[config.mk]
export PLATFORM = sky130hd
export DESIGN_NAME = mem_port_arbiter_flat
export DESIGN_NICKNAME = d
export VERILOG_FILES = /design/src/rtl/arbiter_pkg.sv /design/src/rtl/mem_port_arbiter_if.sv /design/src/rtl/rr_select2.sv /design/src/rtl/mem_port_arbiter.sv /design/src/flat_wrapper.sv
export SDC_FILE = /design/constraint.sdc
export NUM_CORES = 1
export LEC_CHECK = 0
export ABC_AREA = 1
export CORE_UTILIZATION = 41
export CTS_BUF_LIST = sky130_fd_sc_hd__clkbuf_8
export DETAILED_ROUTE_END_ITERATION = 8
export GPL_ROUTABILITY_DRIVEN = 0
export PLACE_DENSITY = 0.92
export SYNTH_ARGS = -nofsm -noshare
export SYNTH_HDL_FRONTEND = slang
export SYNTH_HIERARCHICAL = 1
export SYNTH_SLANG_ARGS = --single-unit
[constraint.sdc]
create_clock -name clk -period 1.7 [get_ports clk]
set_input_delay 0.425 -clock clk [delete_from_list [all_inputs] [get_ports clk]]
set_output_delay 0.425 -clock clk [all_outputs]
set_load 0.03 [all_outputs]
[src/rtl/arbiter_pkg.sv]
// arbiter_pkg: shared encodings and limits for the memory port arbiter
package arbiter_pkg;
  localparam logic [1:0] IDLE   = 2'b00;
  localparam logic [1:0] ACCESS = 2'b01;
  localparam logic [1:0] WAIT   = 2'b10;
  localparam logic [1:0] DONE   = 2'b11;
  localparam logic PORT_CPU = 1'b0;
  localparam logic PORT_LDR = 1'b1;
  localparam int MAX_RD_LATENCY = 3;
  localparam int CNT_W = $clog2(MAX_RD_LATENCY);
endpackage

[src/rtl/mem_port_arbiter_if.sv]
// mem_port_arbiter_if: requester, response and memory signals of the arbiter
interface mem_port_arbiter_if #(
  parameter int WIDTH = 32,
  parameter int ADDR_WIDTH = 32
);
  logic req0, req1, we0, we1;
  logic [ADDR_WIDTH-1:0] addr0, addr1;
  logic [WIDTH-1:0] wdata0, wdata1;
  logic gnt0, gnt1, ack0, ack1, cpu_stall;
  logic [WIDTH-1:0] rdata;
  logic mem_en, mem_we;
  logic [ADDR_WIDTH-1:0] mem_addr;
  logic [WIDTH-1:0] mem_wdata, mem_rdata;
  modport master (
    output req0, req1, we0, we1, addr0, addr1, wdata0, wdata1, mem_rdata,
    input  gnt0, gnt1, ack0, ack1, cpu_stall, rdata, mem_en, mem_we, mem_addr, mem_wdata
  );
  modport slave (
    input  req0, req1, we0, we1, addr0, addr1, wdata0, wdata1, mem_rdata,
    output gnt0, gnt1, ack0, ack1, cpu_stall, rdata, mem_en, mem_we, mem_addr, mem_wdata
  );
endinterface

[src/rtl/rr_select2.sv]
// rr_select2: two-way round-robin pick, the port that did not go last wins a tie
module rr_select2
  import arbiter_pkg::*;
(
  input  logic req0,
  input  logic req1,
  input  logic last_owner,
  output logic valid,
  output logic winner
);
  // tie goes to the port that did not own the previous transaction
  always_comb begin
    valid  = req0 || req1;
    winner = (req0 && req1) ? (last_owner == PORT_CPU ? PORT_LDR : PORT_CPU)
                            : (req0 ? PORT_CPU : PORT_LDR);
  end
endmodule

[src/rtl/mem_port_arbiter.sv]
// mem_port_arbiter: serialises CPU and loader accesses onto one fixed-latency memory
module mem_port_arbiter
  import arbiter_pkg::*;
#(
  parameter int WIDTH      = 32,
  parameter int ADDR_WIDTH = 32,
  parameter int RD_LATENCY = 1
) (
  input logic clk,
  input logic rst,
  mem_port_arbiter_if.slave bus
);
  logic [1:0] state_q, state_d;
  logic last_q, last_d, owner_q, owner_d, we_q, we_d;
  logic ack0_q, ack0_d, ack1_q, ack1_d;
  logic [CNT_W-1:0] cnt_q, cnt_d;
  logic [ADDR_WIDTH-1:0] addr_q, addr_d;
  logic [WIDTH-1:0] wdata_q, wdata_d, rdata_q, rdata_d;
  logic valid, winner, grant, done_entry;

  rr_select2 u_rr (
    .req0      (bus.req0),
    .req1      (bus.req1),
    .last_owner(last_q),
    .valid     (valid),
    .winner    (winner)
  );

  // grants come only from IDLE and are suppressed while reset is held
  assign grant      = rst && state_q == IDLE && valid;
  assign done_entry = (state_q == ACCESS && (we_q || RD_LATENCY == 1)) ||
                      (state_q == WAIT && cnt_q <= CNT_W'(1));

  // next state, transaction latch, latency countdown and completion capture
  always_comb begin
    state_d = state_q;
    last_d  = last_q;
    owner_d = owner_q;
    we_d    = we_q;
    addr_d  = addr_q;
    wdata_d = wdata_q;
    cnt_d   = cnt_q;
    ack0_d  = done_entry && owner_q == PORT_CPU;
    ack1_d  = done_entry && owner_q == PORT_LDR;
    rdata_d = (done_entry && !we_q) ? bus.mem_rdata : rdata_q;
    case (state_q)
      IDLE: if (valid) begin
        state_d = ACCESS;
        owner_d = winner;
        last_d  = winner;
        we_d    = winner == PORT_LDR ? bus.we1 : bus.we0;
        addr_d  = winner == PORT_LDR ? bus.addr1 : bus.addr0;
        wdata_d = winner == PORT_LDR ? bus.wdata1 : bus.wdata0;
      end
      ACCESS: begin
        state_d = done_entry ? DONE : WAIT;
        cnt_d   = CNT_W'(RD_LATENCY - 1);
      end
      WAIT: begin
        state_d = done_entry ? DONE : WAIT;
        cnt_d   = cnt_q - 1'b1;
      end
      default: state_d = IDLE;
    endcase
  end

  // state and datapath registers; reset abandons any in-flight transaction
  always_ff @(posedge clk or negedge rst) begin
    if (!rst) begin
      state_q <= IDLE;
      last_q  <= PORT_LDR;
      owner_q <= PORT_CPU;
      we_q    <= 1'b0;
      addr_q  <= '0;
      wdata_q <= '0;
      cnt_q   <= '0;
      ack0_q  <= 1'b0;
      ack1_q  <= 1'b0;
      rdata_q <= '0;
    end else begin
      state_q <= state_d;
      last_q  <= last_d;
      owner_q <= owner_d;
      we_q    <= we_d;
      addr_q  <= addr_d;
      wdata_q <= wdata_d;
      cnt_q   <= cnt_d;
      ack0_q  <= ack0_d;
      ack1_q  <= ack1_d;
      rdata_q <= rdata_d;
    end
  end

  assign bus.gnt0      = grant && winner == PORT_CPU;
  assign bus.gnt1      = grant && winner == PORT_LDR;
  assign bus.ack0      = ack0_q;
  assign bus.ack1      = ack1_q;
  assign bus.rdata     = rdata_q;
  assign bus.cpu_stall = bus.req0 && !ack0_q;
  assign bus.mem_en    = state_q == ACCESS;
  assign bus.mem_we    = state_q == ACCESS && we_q;
  assign bus.mem_addr  = addr_q;
  assign bus.mem_wdata = wdata_q;
endmodule

[src/flat_wrapper.sv]
// flat-port wrapper written by rule: the top's interface ports become plain ports
module mem_port_arbiter_flat import arbiter_pkg::*;
#(
  parameter int WIDTH      = 32,
  parameter int ADDR_WIDTH = 32,
  parameter int RD_LATENCY = 1
)
  (clk, rst, bus_req0, bus_req1, bus_we0, bus_we1, bus_addr0, bus_addr1, bus_wdata0, bus_wdata1, bus_mem_rdata, bus_gnt0, bus_gnt1, bus_ack0, bus_ack1, bus_cpu_stall, bus_rdata, bus_mem_en, bus_mem_we, bus_mem_addr, bus_mem_wdata);
  mem_port_arbiter_if #(.WIDTH(WIDTH), .ADDR_WIDTH(ADDR_WIDTH)) bus_i ();
  input logic clk;
  input logic rst;
  input wire logic [$bits(bus_i.req0)-1:0] bus_req0;
  input wire logic [$bits(bus_i.req1)-1:0] bus_req1;
  input wire logic [$bits(bus_i.we0)-1:0] bus_we0;
  input wire logic [$bits(bus_i.we1)-1:0] bus_we1;
  input wire logic [$bits(bus_i.addr0)-1:0] bus_addr0;
  input wire logic [$bits(bus_i.addr1)-1:0] bus_addr1;
  input wire logic [$bits(bus_i.wdata0)-1:0] bus_wdata0;
  input wire logic [$bits(bus_i.wdata1)-1:0] bus_wdata1;
  input wire logic [$bits(bus_i.mem_rdata)-1:0] bus_mem_rdata;
  output wire logic [$bits(bus_i.gnt0)-1:0] bus_gnt0;
  output wire logic [$bits(bus_i.gnt1)-1:0] bus_gnt1;
  output wire logic [$bits(bus_i.ack0)-1:0] bus_ack0;
  output wire logic [$bits(bus_i.ack1)-1:0] bus_ack1;
  output wire logic [$bits(bus_i.cpu_stall)-1:0] bus_cpu_stall;
  output wire logic [$bits(bus_i.rdata)-1:0] bus_rdata;
  output wire logic [$bits(bus_i.mem_en)-1:0] bus_mem_en;
  output wire logic [$bits(bus_i.mem_we)-1:0] bus_mem_we;
  output wire logic [$bits(bus_i.mem_addr)-1:0] bus_mem_addr;
  output wire logic [$bits(bus_i.mem_wdata)-1:0] bus_mem_wdata;
  assign bus_i.req0 = bus_req0;
  assign bus_i.req1 = bus_req1;
  assign bus_i.we0 = bus_we0;
  assign bus_i.we1 = bus_we1;
  assign bus_i.addr0 = bus_addr0;
  assign bus_i.addr1 = bus_addr1;
  assign bus_i.wdata0 = bus_wdata0;
  assign bus_i.wdata1 = bus_wdata1;
  assign bus_i.mem_rdata = bus_mem_rdata;
  assign bus_gnt0 = bus_i.gnt0;
  assign bus_gnt1 = bus_i.gnt1;
  assign bus_ack0 = bus_i.ack0;
  assign bus_ack1 = bus_i.ack1;
  assign bus_cpu_stall = bus_i.cpu_stall;
  assign bus_rdata = bus_i.rdata;
  assign bus_mem_en = bus_i.mem_en;
  assign bus_mem_we = bus_i.mem_we;
  assign bus_mem_addr = bus_i.mem_addr;
  assign bus_mem_wdata = bus_i.mem_wdata;
  mem_port_arbiter #(.WIDTH(WIDTH), .ADDR_WIDTH(ADDR_WIDTH), .RD_LATENCY(RD_LATENCY)) u_core (.clk(clk), .rst(rst), .bus(bus_i));
endmodule
==> reports/results.ini, run 1 <==
[floorplan]
rows=40
die-area_um2=13070
ioPinCount=269
die_w_um=114.3
start_util_pct=42.52
coreArea_um2=12160
dieHeight_um=114.3

[worst_setup_path]
r2r_cells=9
start_kind=flip-flop
cp-end-kind=output port
rrSetupSlack_ps=100
critical-path-slowest-cell=dfrtp_1
cp.required_ps=1270
timing.rr.end=u_core/bus.mem_wdata[27]
startpoint=u_core/state_q[1]
path_cells=inv_2 > ha_4 > nand2_4 > buf_12 > nor3_4 > buf_6
reg2reg_from=u_core/state_q[1]
crit_arrival_ps=1480
path_max_fanout=3
crit_end=bus_gnt0
critPathMaxStageDelay_ps=410
critPathKind=flip-flop to output port

[pwr]
combPwrFrac_pct=60.5
p_sw_share_pct=48.13
p_leak_nw=3.719
peakVddDrop_mv=0.9491
seqPwrFrac_pct=28.2
switchingPower_mw=7.524
p_clk_share_pct=11.3
internal_power_mw=8.110
powerDensity_nw_per_um2=1882

[cells_and_area]
stdcell_count=999
nNetsFinal=997
syn_to_final_growth_pct=60.61
fin_area_um2=8305
layout-drive-gt1-share_pct=23.35
antenna_cells=0

[synth]
synth_area_um2=5171
syn_nets=720
async_reset_ff_share_pct=100.0
ys.flop_type=dfrtp_1
synth_cells=549
yosys.area.top_type=dfrtp_1
synth_area_leaders=dfrtp_1 50%, a21oi_2 18%, nand2_1 10%, nor2_1 4.5%, nand3_1 3.2%
ys_ff_latch=105
synth_edf_count=0
synth-seq-area-share_pct=50.83
ys_types=24
synth_top_area_share_pct=50.33
avgSynthCellArea_um2=9.419
synth_warnings=6
yosys-top-cells-count=141 x nand2_1, 107 x a21oi_2, 104 x dfrtp_1, 62 x nor2_1, 33 x nand3_1
yosysMostFrequentCell=nand2_1

[grt]
grt_overflow=0
grt_usage_pct=23.86
antenna_found_initial=0
grt_max_degree=106
grt_pass1_vias=4889
grt_pass1_wl_mm=23.96

[detailed_routing]
drtIter0Drc=280
vias=4856
post_drt_wl_per_cell_um=15.28
finalWirelength_mm=15.26
drtPass1Iterations=4
drc=0
detail-route-antenna-nets=0
viasPerCell=4.861

[run_status]
violations=negative setup slack
status=finished, violations left

[timing]
relSlewSlack_pct=61.85
worst_clock_skew_ps=8.321
tightest_slew_ps=572.2
slew_viol_final=0
fmax_mhz=523.7
layout_min_cycle_time_ps=1910
final_hold_viol_count=0
postLayoutSetupSlackWorst_ps=-209.5
rsz0062_at_grt=true
setup_viol=4
finalCritPeriodShare_pct=112.3

[min_path]
min_path_type=input pin to asynchronous set/reset pin

[job]
maxCapViolCount=0

[cts]
hold_buffers=0
cts_inserted_buffers=9
clock_latency_ps=390
clk_pin_slew_ps=100
cts_root_buffer=clkbuf_8
clk_path_buf_depth=2
htree_levels=3
cts_sinks=105
cts_tree=yes

[placed_design]
numPortBuffers=268
dpl_worst_slack_ps=-299.1
placed_area_um2=8098
dp_hpwl_mm=11.13
post-place-cells=977

[metal layers]
layer / vias up / GRT usage (%) / part of all wire [%] / wire, um
met2: 175 / 41.41 / 50 / 7663
met5: - / 0 / 0 / 0
met3: 37 / 5.400 / 6.5 / 989
li1: 2343 / - / - / -
met4: 0 / 12.81 / 3.7 / 558
met1: 2301 / 27.39 / 40 / 6050
[metrics by stage]
| stage | TNS, ps | total power, mW | hold WS (ps) | utilization, % |
|---|---|---|---|---|
| 2_1_floorplan | -29.96 | 10.59 | 129.4 | - |
| 3_3_place_gp | -12120 | 14.29 | 405.3 | 66.58 |
| 3_5_place_dp | -14420 | 14.55 | 418.0 | 66.58 |
| 4_1_cts | -601.7 | 15.69 | 130.9 | 68.11 |
| 5_1_grt | -810.2 | 16.62 | 131.2 | 68.29 |
| 6_report | -526.8 | 15.63 | 91.65 | 68.29 |
[how the worst min path moves through the flow]
stage / startpoint / endpoint / slack (ps) / cells past startpoint
5_1_grt: rst / u_core/bus.rdata[25] / 130 / 2
6_report: rst / u_core/bus.rdata[25] / 90 / 2
2_1_floorplan: rst / u_core/bus.ack0 / 130 / 0
3_3_place_gp: u_core/owner_q / u_core/bus.ack0 / 410 / 1
3_5_place_dp: u_core/owner_q / u_core/bus.ack0 / 420 / 1
4_1_cts: rst / u_core/bus.mem_wdata[24] / 130 / 2
[cells by family (layout without fill, tap and decap cells)]
kind of cell	after synthesis	in the layout	share of synthesized area [%]
simple gates	251	251	19.72
compound gates	135	135	20.86
flops	105	105	50.83
buf+inv	53	335	7.380
fa+ha+maj	5	5	1.210
[final cells by class]
| type | instances | area, um^2 |
|---|---|---|
| Fill cell | 989 | 3856 |
| Timing Repair Buffer | 304 | 2953 |
| Sequential cell | 105 | 2629 |
| Multi-Input combinational cell | 391 | 2227 |
| Tap cell | 168 | 210.2 |
| Clock buffer | 10 | 137.6 |
| Clock inverter | 6 | 90.09 |
| Inverter | 15 | 58.81 |
[sequential cells by signal (all words and copies together) (netlist names)]
signal and cells:
u_core/bus.mem_addr 32, u_core/bus.mem_wdata 32, u_core/bus.rdata 32, u_core/cnt_q 2
u_core/state_q 2, u_core/bus.ack0 1, u_core/bus.ack1 1, u_core/last_q 1
u_core/owner_q 1, u_core/we_q 1
[what timing repair did]
item | 4_1_cts | 5_1_grt
setup endpoints to repair | 103 | 4
pin swaps | 3 | 2
gates cloned | 0 | 0
setup buffers | 4 | 2
gates resized for setup | 114 | 3
[power groups by stage]
stage / clock (mW) / combinational, mW / sequential, mW
4_1_cts: 1.82 / 9.46 / 4.41
3_3_place_gp: 0 / 9.85 / 4.45
5_1_grt: 1.91 / 10.2 / 4.56
3_5_place_dp: 0 / 10.1 / 4.50
2_1_floorplan: 0 / 3.83 / 6.75
6_report: 1.77 / 9.46 / 4.41
[cells in the final DEF, fill, tap and decap left out]
| cell | instances |
|---|---|
| clkdlybuf4s50_1 | 162 |
| nand2_1 | 137 |
| a21oi_2 | 107 |
| dfrtp_1 | 104 |
| dlygate4sd2_1 | 100 |
| nor2_1 | 61 |
| nand3_1 | 33 |
| buf_4 | 28 |
| a21oi_1 | 24 |
| clkbuf_8 | 10 |
| nor2_2 | 10 |
| buf_12 | 10 |
| inv_1 | 9 |
| inv_2 | 5 |
| nand2_2 | 5 |
| buf_6 | 4 |
| ha_1 | 3 |
| bufinv_16 | 2 |
| nand2_4 | 2 |
| o21ai_0 | 2 |
| ha_4 | 2 |
| clkinvlp_4 | 1 |
| clkinv_2 | 1 |
| clkinv_4 | 1 |
| inv_6 | 1 |
| nor3_4 | 1 |
| nor2_4 | 1 |
| inv_4 | 1 |
| o21ai_1 | 1 |
| o22ai_1 | 1 |
| dfstp_2 | 1 |
| or2_4 | 1 |
[critical path: cells and delay by family, from the launching register on]
kind	cells	cell delay, ps
fa+ha+maj	1	150
buf+inv	3	360
flops	1	410
simple gates	2	180
Note: power is estimated with default switching activity, not from simulation.
==> inputs of run 2 (changes only) <==
--- a/config.mk
+++ b/config.mk
@@ -6,10 +6,12 @@
 export NUM_CORES = 1
 export LEC_CHECK = 0
 export ABC_AREA = 1
+export CORE_MARGIN = 2
 export CORE_UTILIZATION = 41
 export CTS_BUF_LIST = sky130_fd_sc_hd__clkbuf_8
 export DETAILED_ROUTE_END_ITERATION = 8
 export GPL_ROUTABILITY_DRIVEN = 0
+export GPL_TIMING_DRIVEN = 0
 export PLACE_DENSITY = 0.92
 export SYNTH_ARGS = -nofsm -noshare
 export SYNTH_HDL_FRONTEND = slang
==> run 2 against run 1 <==
Effect of this change: the flow finishes with violations (negative hold slack, negative setup slack); maximum frequency fell by 8.7%; total power rose by 1.4%; design area rose by 2.4%; sequential cell count did not move; clock-buffer cell count fell by 1; wire length rose by 2.2%; sequential share of layout area fell by 0.75 points; cell count rose by 2.9%; critical path depth rose by 1; critical path type unchanged; largest cell class unchanged.
==> reports/results.ini, run 2 (synthesized netlist as in run 1, its figures left out) <==
[timing]
postLayoutSetupSlackWorst_ps=-392.6  ; -183.1 ps
tightest_slew_ps=520.9  ; -51.31 ps
relSlewSlack_pct=65.27  ; +3.4 points
setup_viol=4  ; unchanged
hold_slack_ps=-23.21  ; -114.9 ps
layout_min_cycle_time_ps=2093  ; +183.1 ps
worst_clock_skew_ps=14.04  ; +5.721 ps
final_hold_viol_count=6  ; +6
fmax_mhz=477.9  ; -8.7%
rsz0062_at_grt=true
finalCritPeriodShare_pct=123.1  ; +11 points
slew_viol_final=0  ; unchanged

[cts]
cts_sinks=105  ; unchanged
cts_root_buffer=clkbuf_8
cts_tree=yes
cts_inserted_buffers=9  ; unchanged
clock_latency_ps=370  ; -20 ps
clk_pin_slew_ps=110  ; about the same
htree_levels=3  ; unchanged
clk_path_buf_depth=2  ; unchanged

[grt]
antenna_found_initial=0  ; unchanged
grt_usage_pct=22.73  ; -1.1 points
grt_pass1_wl_mm=23.66  ; -1.2%
grt_max_degree=57  ; -46%
grt_overflow=0  ; unchanged
grt_pass1_vias=4704  ; -3.8%

[floorplan]
die_w_um=116.3  ; +1.7%
rows=41  ; +2.5%
dieHeight_um=116.3  ; +1.7%
coreArea_um2=12470  ; +2.5%
start_util_pct=41.48  ; -1.0 points
ioPinCount=269  ; unchanged
die-area_um2=13530  ; +3.5%

[detailed_routing]
drtPass1Iterations=6  ; +2
viasPerCell=4.792  ; -1.4%
drc=0  ; unchanged
vias=4926  ; +1.4%
post_drt_wl_per_cell_um=15.18  ; -0.66%
detail-route-antenna-nets=0  ; unchanged
finalWirelength_mm=15.60  ; +2.2%
drtIter0Drc=316  ; +13%

[placed_design]
dp_hpwl_mm=11.65  ; +4.7%
numPortBuffers=268  ; unchanged

[cells_and_area]
syn_to_final_growth_pct=64.51
nNetsFinal=1022  ; +2.5%
layout_commonest_cell=clkdlybuf4s50_1
antenna_cells=0  ; unchanged
layout_common_cells=162 x clkdlybuf4s50_1, 140 x nand2_1, 108 x a21oi_2
layout-drive-gt1-share_pct=25.00  ; +1.7 points

[worst_setup_path]
critical-path-slowest-cell=dfrtp_1
path_cells=inv_2 > ha_4 > nand2_4 > buf_12 > buf_12 > nor3_4 > buf_6
critPathMaxStageDelay_ps=410  ; about the same
cp-end-kind=output port
worst_path_most_repeated_cell=buf_12
cp.required_ps=1270  ; about the same
critPathKind=flip-flop to output port
path_max_fanout=3  ; unchanged
start_kind=flip-flop
rrSetupSlack_ps=100  ; about the same
crit_arrival_ps=1670  ; +190 ps

[pwr]
finalPower_mw=15.85  ; +1.4%
seqPwrFrac_pct=27.7  ; -0.5 points
p_clk_share_pct=11.1  ; -0.2 points
switchingPower_mw=7.592  ; +0.90%
combPwrFrac_pct=61.2  ; +0.7 points
p_sw_share_pct=47.90  ; -0.22 points
powerDensity_nw_per_um2=1863  ; -1.0%
p_leak_nw=3.823  ; +2.8%
internal_power_mw=8.256  ; +1.8%
peakVddDrop_mv=0.8042  ; -15%

[min_path]
min_path_type=input pin to asynchronous set/reset pin

[run_status]
violations=negative hold slack, negative setup slack
status=finished, violations left

[job]
maxCapViolCount=0  ; unchanged

run 2: cell types whose count changed in the layout (fill, tap and decap cells not counted), moves of 2 or more:
cell	change
nand2_2	-3
clkbuf_1	+3
buf_12	-2
buf_6	+8
buf_8	+2
nand2_1	+3
buf_2	+11
clkinv_4	+2
run 2: final cells by class:
type | instances | area [um^2]
Clock inverter | 7 | 103.9
Fill cell | 1045 | 3959
Inverter | 15 | 63.81
Timing Repair Buffer | 291 | 2751
Sequential cell | 105 | 2629
Clock buffer | 9 | 123.9
Tap cell | 172 | 215.2
Buffer | 38 | 387.9
Multi-Input combinational cell | 391 | 2232
run 2: stage by stage:
stage	worst slack, ps	instances	setup TNS [ps]	utilization [%]	instance area [um^2]
floorplan	-29.96	549	-29.96	-	5185
CTS	-422.4	1017	-919.2	67.20	8377
global placement	-4832	989	-432430	64.84	8083
finish	-392.6	1028	-858.2	68.24	8507
detailed placement	-1217	990	-18360	65.04	8108
global route	-495.0	1028	-1205	68.24	8507
run 2: worst paths after layout:
check	start	end	depth (start not counted)
setup / recovery	u_core/state_q[1]	bus_gnt0	7
hold / removal	rst	u_core/bus.mem_wdata[19]	1
setup reg to reg	u_core/state_q[1]	u_core/bus.mem_wdata[9]	9
hold reg to reg	u_core/owner_q	u_core/bus.ack0	1
max in group asynchronous	rst	u_core/last_q	2
min in group clk	u_core/owner_q	u_core/bus.ack0	1
run 2: power groups by stage:
stage / clock network (mW) / logic, mW / registers (mW)
after floorplan: 0 / 3.83 / 6.75
after global placement: 0 / 9.77 / 4.43
after detailed placement: 0 / 9.96 / 4.49
after CTS: 1.81 / 9.56 / 4.39
after global routing: 1.91 / 10.5 / 4.53
final: 1.76 / 9.70 / 4.39
run 2: repair_timing:
action | 4_1_cts | 5_1_grt
setup buffers | 11 | 11
endpoints found under the hold margin | 0 | 0
setup endpoints to repair | 103 | 18
resized for setup | 150 | 15
hold buffers | 0 | 0
pin swaps | 4 | 5
run 2: worst max-delay path, delay by kind of cell (launching register included):
| family | cells | cell delay [ps] |
|---|---|---|
| flip-flops | 1 | 410 |
| AND/OR/NAND/NOR | 2 | 250 |
| buffers and inverters | 4 | 490 |
| adder cells (fa/ha/maj) | 1 | 150 |
run 2: metal layers:
| metal | up-vias | wire length (um) | global-route usage (%) |
|---|---|---|---|
| met5 | - | 0 | 0 |
| met4 | 0 | 257 | 7.540 |
| met3 | 18 | 1070 | 5.708 |
| met2 | 170 | 8102 | 40.12 |
| met1 | 2343 | 6170 | 27.13 |
| li1 | 2395 | - | - |
==> inputs of run 3 (changes only) <==
--- a/config.mk
+++ b/config.mk
@@ -10,8 +10,8 @@
 export CORE_UTILIZATION = 41
 export CTS_BUF_LIST = sky130_fd_sc_hd__clkbuf_8
 export DETAILED_ROUTE_END_ITERATION = 8
-export GPL_ROUTABILITY_DRIVEN = 0
-export GPL_TIMING_DRIVEN = 0
+export GPL_ROUTABILITY_DRIVEN = 1
+export GPL_TIMING_DRIVEN = 1
 export PLACE_DENSITY = 0.92
 export SYNTH_ARGS = -nofsm -noshare
 export SYNTH_HDL_FRONTEND = slang
==> run 3 against run 2 <==
Effect of this change: the flow finishes with violations (negative setup slack); sequential cell count did not move; clock skew fell by 0.59 ps; first-iteration DRC count fell by 1.6%; design area fell by 2.2%; combinational power fell by 2.4%; cell count fell by 2.3%; critical path type unchanged; highest routed layer unchanged.
==> reports/results.ini, run 3 (synthesized netlist as in run 1, its figures left out) <==
[floorplan]
ioPinCount=269  ; unchanged
start_util_pct=41.48  ; unchanged
rows=41  ; unchanged
dieHeight_um=116.3  ; unchanged
die_w_um=116.3  ; unchanged
coreArea_um2=12470  ; unchanged
die-area_um2=13530  ; unchanged

[detailed_routing]
viasPerCell=4.852  ; +1.2%
post_drt_wl_per_cell_um=15.45  ; +1.8%
vias=4871  ; -1.1%
drtPass1Iterations=4  ; -2
drtIter0Drc=311  ; -1.6%
finalWirelength_mm=15.51  ; -0.56%
detail-route-antenna-nets=0  ; unchanged
drc=0  ; unchanged

[worst_setup_path]
r2r_cells=11  ; +2
path_max_fanout=4  ; +1
timing.rr.end=u_core/bus.rdata[5]
crit_arrival_ps=1490  ; -180 ps
critPathKind=flip-flop to output port
cp-end-kind=output port
path_cells=inv_2 > nand2_2 > nand2_4 > nor3_4 > buf_6
reg2reg_from=u_core/state_q[1]
start_kind=flip-flop
critPathMaxStageDelay_ps=570  ; +160 ps
cp.required_ps=1270  ; about the same
critical-path-slowest-cell=dfstp_2
rrSetupSlack_ps=60  ; -40 ps

[timing]
slew_viol_final=0  ; unchanged
final_hold_viol_count=0  ; -6
setup_viol=4  ; unchanged
tightest_slew_ps=568.4  ; +47.44 ps
fmax_mhz=521.8  ; +9.2%
rsz0062_at_grt=true
layout_min_cycle_time_ps=1917  ; -176.0 ps
postLayoutSetupSlackWorst_ps=-216.6  ; +176.0 ps
finalCritPeriodShare_pct=112.7  ; -10 points
worst_clock_skew_ps=13.46  ; -0.5869 ps
relSlewSlack_pct=62.11  ; -3.2 points

[placed_design]
dp_hpwl_mm=11.36  ; -2.5%
place.gp.congestion=0.7982
dpl_worst_slack_ps=-409.3  ; +807.9 ps
numPortBuffers=268  ; unchanged
placed_area_um2=8058  ; -0.62%

[grt]
grt_usage_pct=22.49  ; -0.24 points
grt_pass1_vias=4745  ; +0.87%
grt_overflow=0  ; unchanged
grt_pass1_wl_mm=23.68  ; about the same
grt_max_degree=106  ; +86%
antenna_found_initial=0  ; unchanged

[job]
maxCapViolCount=0  ; unchanged

[cts]
clk_path_buf_depth=2  ; unchanged
clk_pin_slew_ps=100  ; about the same
cts_inserted_buffers=9  ; unchanged
cts_sinks=105  ; unchanged
cts_root_buffer=clkbuf_8
htree_levels=3  ; unchanged
clock_latency_ps=360  ; about the same
cts_tree=yes

[pwr]
peakVddDrop_mv=0.7427  ; -7.6%
powerDensity_nw_per_um2=1866  ; +0.18%
p_leak_nw=3.718  ; -2.8%

[cells_and_area]
layout-drive-gt1-share_pct=23.68  ; -1.3 points
layout_commonest_cell=clkdlybuf4s50_1
fin_area_um2=8322  ; -2.2%
final_core_util_pct=66.76  ; -1.5 points
syn_to_final_growth_pct=60.92
multi_input_area_um2=2237  ; +0.22%
fillCellCount=1034  ; -1.1%
regArea_um2=2629  ; unchanged
antenna_cells=0  ; unchanged
layout_common_cells=162 x clkdlybuf4s50_1, 137 x nand2_1, 107 x a21oi_2
nNetsFinal=998  ; -2.3%

[run_status]
status=finished, violations left
violations=negative setup slack

[min_path]
min_path_type=input pin to asynchronous set/reset pin

[run 3: area by class of cell]
class                      instances  area share [%]
timing repair buffer             305           35.66
sequential                       105           31.59
multi-input combinational        391           26.88
tap                              172           2.586
clock buffer                      11           1.819
clock inverter                     5          0.7518
inverter                          15          0.7067
[run 3: layer usage]
layer / up-vias / GRT usage [%] / part of all wire (%)
li1: 2343 / - / -
met1: 2304 / 26.86 / 39
met2: 194 / 38.68 / 51
met3: 30 / 6.124 / 7.4
met4: 0 / 8.730 / 2.2
met5: - / 0 / 0
[run 3: worst max-delay path by stage]
stage | start | endpoint | slack, ps | cells after the start
2_1_floorplan | u_core/state_q[0] | bus_gnt0 | -30 | 6
3_3_place_gp | bus_req0 | bus_gnt1 | -350 | 7
3_5_place_dp | bus_req0 | bus_gnt1 | -410 | 7
4_1_cts | u_core/last_q | bus_gnt0 | -260 | 5
5_1_grt | u_core/state_q[1] | bus_gnt1 | -300 | 7
6_report | u_core/last_q | bus_gnt0 | -220 | 5
[run 3: report_power, final]
group          switching, mW  internal (mW)
Sequential             0.629           3.77
Combinational           6.01           3.46
Clock                  0.889          0.771
Total                   7.53           8.01
[run 3: what timing repair did]
action | in CTS | in global routing
endpoints found under the hold margin | 0 | 0
buffers inserted | 7 | 7
gates resized for setup | 115 | 9
setup endpoints to repair | 103 | 4
hold buffers | 0 | 0
pin swaps | 4 | 4
[run 3: worst max-delay path, delay by kind of cell (launching register included)]
kind,cells,cell delay [ps]
buf+inv,2,210
simple gates,3,360
flops,1,570
[run 3: stage by stage]
| step | hold WS [ps] | TNS [ps] | power [mW] | instances |
|---|---|---|---|---|
| final | 142.9 | -682.8 | 15.53 | 1004 |
| after global routing | 161.6 | -1097 | 16.58 | 1004 |
| after CTS | 155.8 | -603.4 | 15.46 | 998 |
| after detailed placement | 434.0 | -19760 | 14.40 | 975 |
| after global placement | 423.0 | -16900 | 14.14 | 975 |
| after floorplan | 129.4 | -29.96 | 10.59 | 549 |
==> edit: new RTL, flow settings as in run 2 <==
`ADDR_WIDTH` is set to 32 in 3 places; all go to 24.
--- a/src/rtl/mem_port_arbiter_if.sv
+++ b/src/rtl/mem_port_arbiter_if.sv
@@ -1,7 +1,7 @@
 // mem_port_arbiter_if: requester, response and memory signals of the arbiter
 interface mem_port_arbiter_if #(
   parameter int WIDTH = 32,
-  parameter int ADDR_WIDTH = 32
+  parameter int ADDR_WIDTH = 24
 );
   logic req0, req1, we0, we1;
   logic [ADDR_WIDTH-1:0] addr0, addr1;
--- a/src/rtl/mem_port_arbiter.sv
+++ b/src/rtl/mem_port_arbiter.sv
@@ -3,7 +3,7 @@
   import arbiter_pkg::*;
 #(
   parameter int WIDTH      = 32,
-  parameter int ADDR_WIDTH = 32,
+  parameter int ADDR_WIDTH = 24,
   parameter int RD_LATENCY = 1
 ) (
   input logic clk,
--- a/src/flat_wrapper.sv
+++ b/src/flat_wrapper.sv
@@ -2,7 +2,7 @@
 module mem_port_arbiter_flat import arbiter_pkg::*;
 #(
   parameter int WIDTH      = 32,
-  parameter int ADDR_WIDTH = 32,
+  parameter int ADDR_WIDTH = 24,
   parameter int RD_LATENCY = 1
 )
   (clk, rst, bus_req0, bus_req1, bus_we0, bus_we1, bus_addr0, bus_addr1, bus_wdata0, bus_wdata1, bus_mem_rdata, bus_gnt0, bus_gnt1, bus_ack0, bus_ack1, bus_cpu_stall, bus_rdata, bus_mem_en, bus_mem_we, bus_mem_addr, bus_mem_wdata);
Ports: changed (resized bus_addr0, bus_addr1 and bus_mem_addr); port bits go from 269 to 245. No check against the original RTL was run, so the function may have changed too.
==> edit against run 2 <==
Sequential cell count down 8; maximum frequency up 3.2%; the flow finishes with violations (setup timing); critical endpoint unchanged; setup slack better by 65 ps; final area down 11%; cell count down 10%; largest power group unchanged; core utilization up 2.1 points; routed wire length up 0.20%; power down 8.6%; area after synthesis down 13%; largest cell class unchanged.
==> edit: results (changes against run 2) <==
[run_status]
status = finished, violations left
failed_checks = setup timing

[route]
vias = 4714  ; -4.3%
dr_wl_met3_um = 1330  ; +24%
wl_met2_um = 8170  ; +0.88%
routedLengthMet1_um = 5760  ; -6.6%
drt_iter0_markers = 245  ; -22%

[pwr]
leakage_nw = 3.54  ; -7.5%
powerComb_mw = 8.57  ; -12%
switching_share_pct = 47.8  ; -0.099 points

[placed_design]
dp_hpwl_um = 11300  ; -2.8%
dp.cells = 890  ; -10%

[synthesis]
syn_nets = 660  ; -8.3%
synth_area_leaders = dfrtp_1 54%, nand2_1 11%, a21oi_1 8.5%, a21oi_2 7.6%, nor2_1 5.4%
synth_fa_ha_area_share_pct = 1.39  ; +0.18 points
synth_top_family_by_area = simple AND/OR/NAND/NOR gates
ys_types = 20  ; -17%
synth_compound_area_share_pct = 16.6  ; -4.3 points
synthTopCellsByCount = 133 x nand2_1, 96 x dfrtp_1, 76 x a21oi_1, 64 x nor2_1, 39 x a21oi_2

[timing]
setup_violations = 4  ; unchanged
finalClockSkew_ps = 13.2  ; -0.853 ps
fin_ws_ps = -327  ; +65.3 ps

[cells_and_area]
drive_gt1_share_pct = 17.0  ; -8.0 points

[setup_path]
crit_start = u_core/state_q[0]
cp.arrival_ps = 1600  ; -70 ps
r2r_end = u_core/bus.mem_wdata[8]
cp_max_fo = 4  ; +1
reg2reg_depth = 8  ; -1

[global_route]
grt_max_degree = 34  ; -40%
grt_util_all_layers_pct = 25.4  ; +2.7 points

-- edit: cell types whose count changed after synthesis, moves of 8 or more --
| cell | delta |
|---|---|
| a21oi_2 | -68 |
| a21oi_1 | +52 |
| nor2_2 | -10 |
| buf_2 | +8 |
| dfrtp_1 | -8 |
| nand2_1 | -8 |
-- edit: layer usage --
metal / vias up / GRT usage (%)
li1: 2185 / -
met1: 2262 / 27.5
met2: 234 / 47.0
met3: 33 / 6.93
met4: 0 / 9.89
met5: - / 0
-- edit: worst max-delay path, stage by stage, from the launching register on --
cell     delay (ps)
dfrtp_1         440
inv_2           110
ha_4            150
nand2_4          70
buf_12          130
nor3_4          190
buf_6           150
-- edit: layout make-up --
type,instances,area [µm²],area share (%)
Clock buffer,10,138,1.82
Buffer,32,283,3.74
Inverter,15,63.8,0.845
Sequential cell,97,2430,32.1
Clock inverter,6,106,1.41
Tap cell,140,175,2.32
Timing Repair Buffer,265,2540,33.6
Multi-Input combinational cell,359,1820,24.1
-- edit: worst min-delay path by stage --
stage	from	end	slack, ps	depth (start not counted)
finish	rst	u_core/bus.mem_addr[9]	40	2
global route	rst	u_core/bus.mem_wdata[16]	20	2
CTS	rst	u_core/bus.mem_wdata[16]	30	2
detailed placement	rst	u_core/bus.mem_addr[15]	410	1
global placement	u_core/owner_q	u_core/bus.ack0	410	1
floorplan	rst	u_core/bus.ack0	130	0
-- edit: what timing repair did --
| item | in CTS | in global routing |
|---|---|---|
| pin swaps | 4 | 4 |
| buffers inserted | 9 | 9 |
| gates cloned | 1 | 0 |
| gates resized for setup | 143 | 14 |
| setup endpoints to repair | 95 | 36 |
| endpoints found under the hold margin | 33 | 0 |
| hold buffers | 1 | 0 |
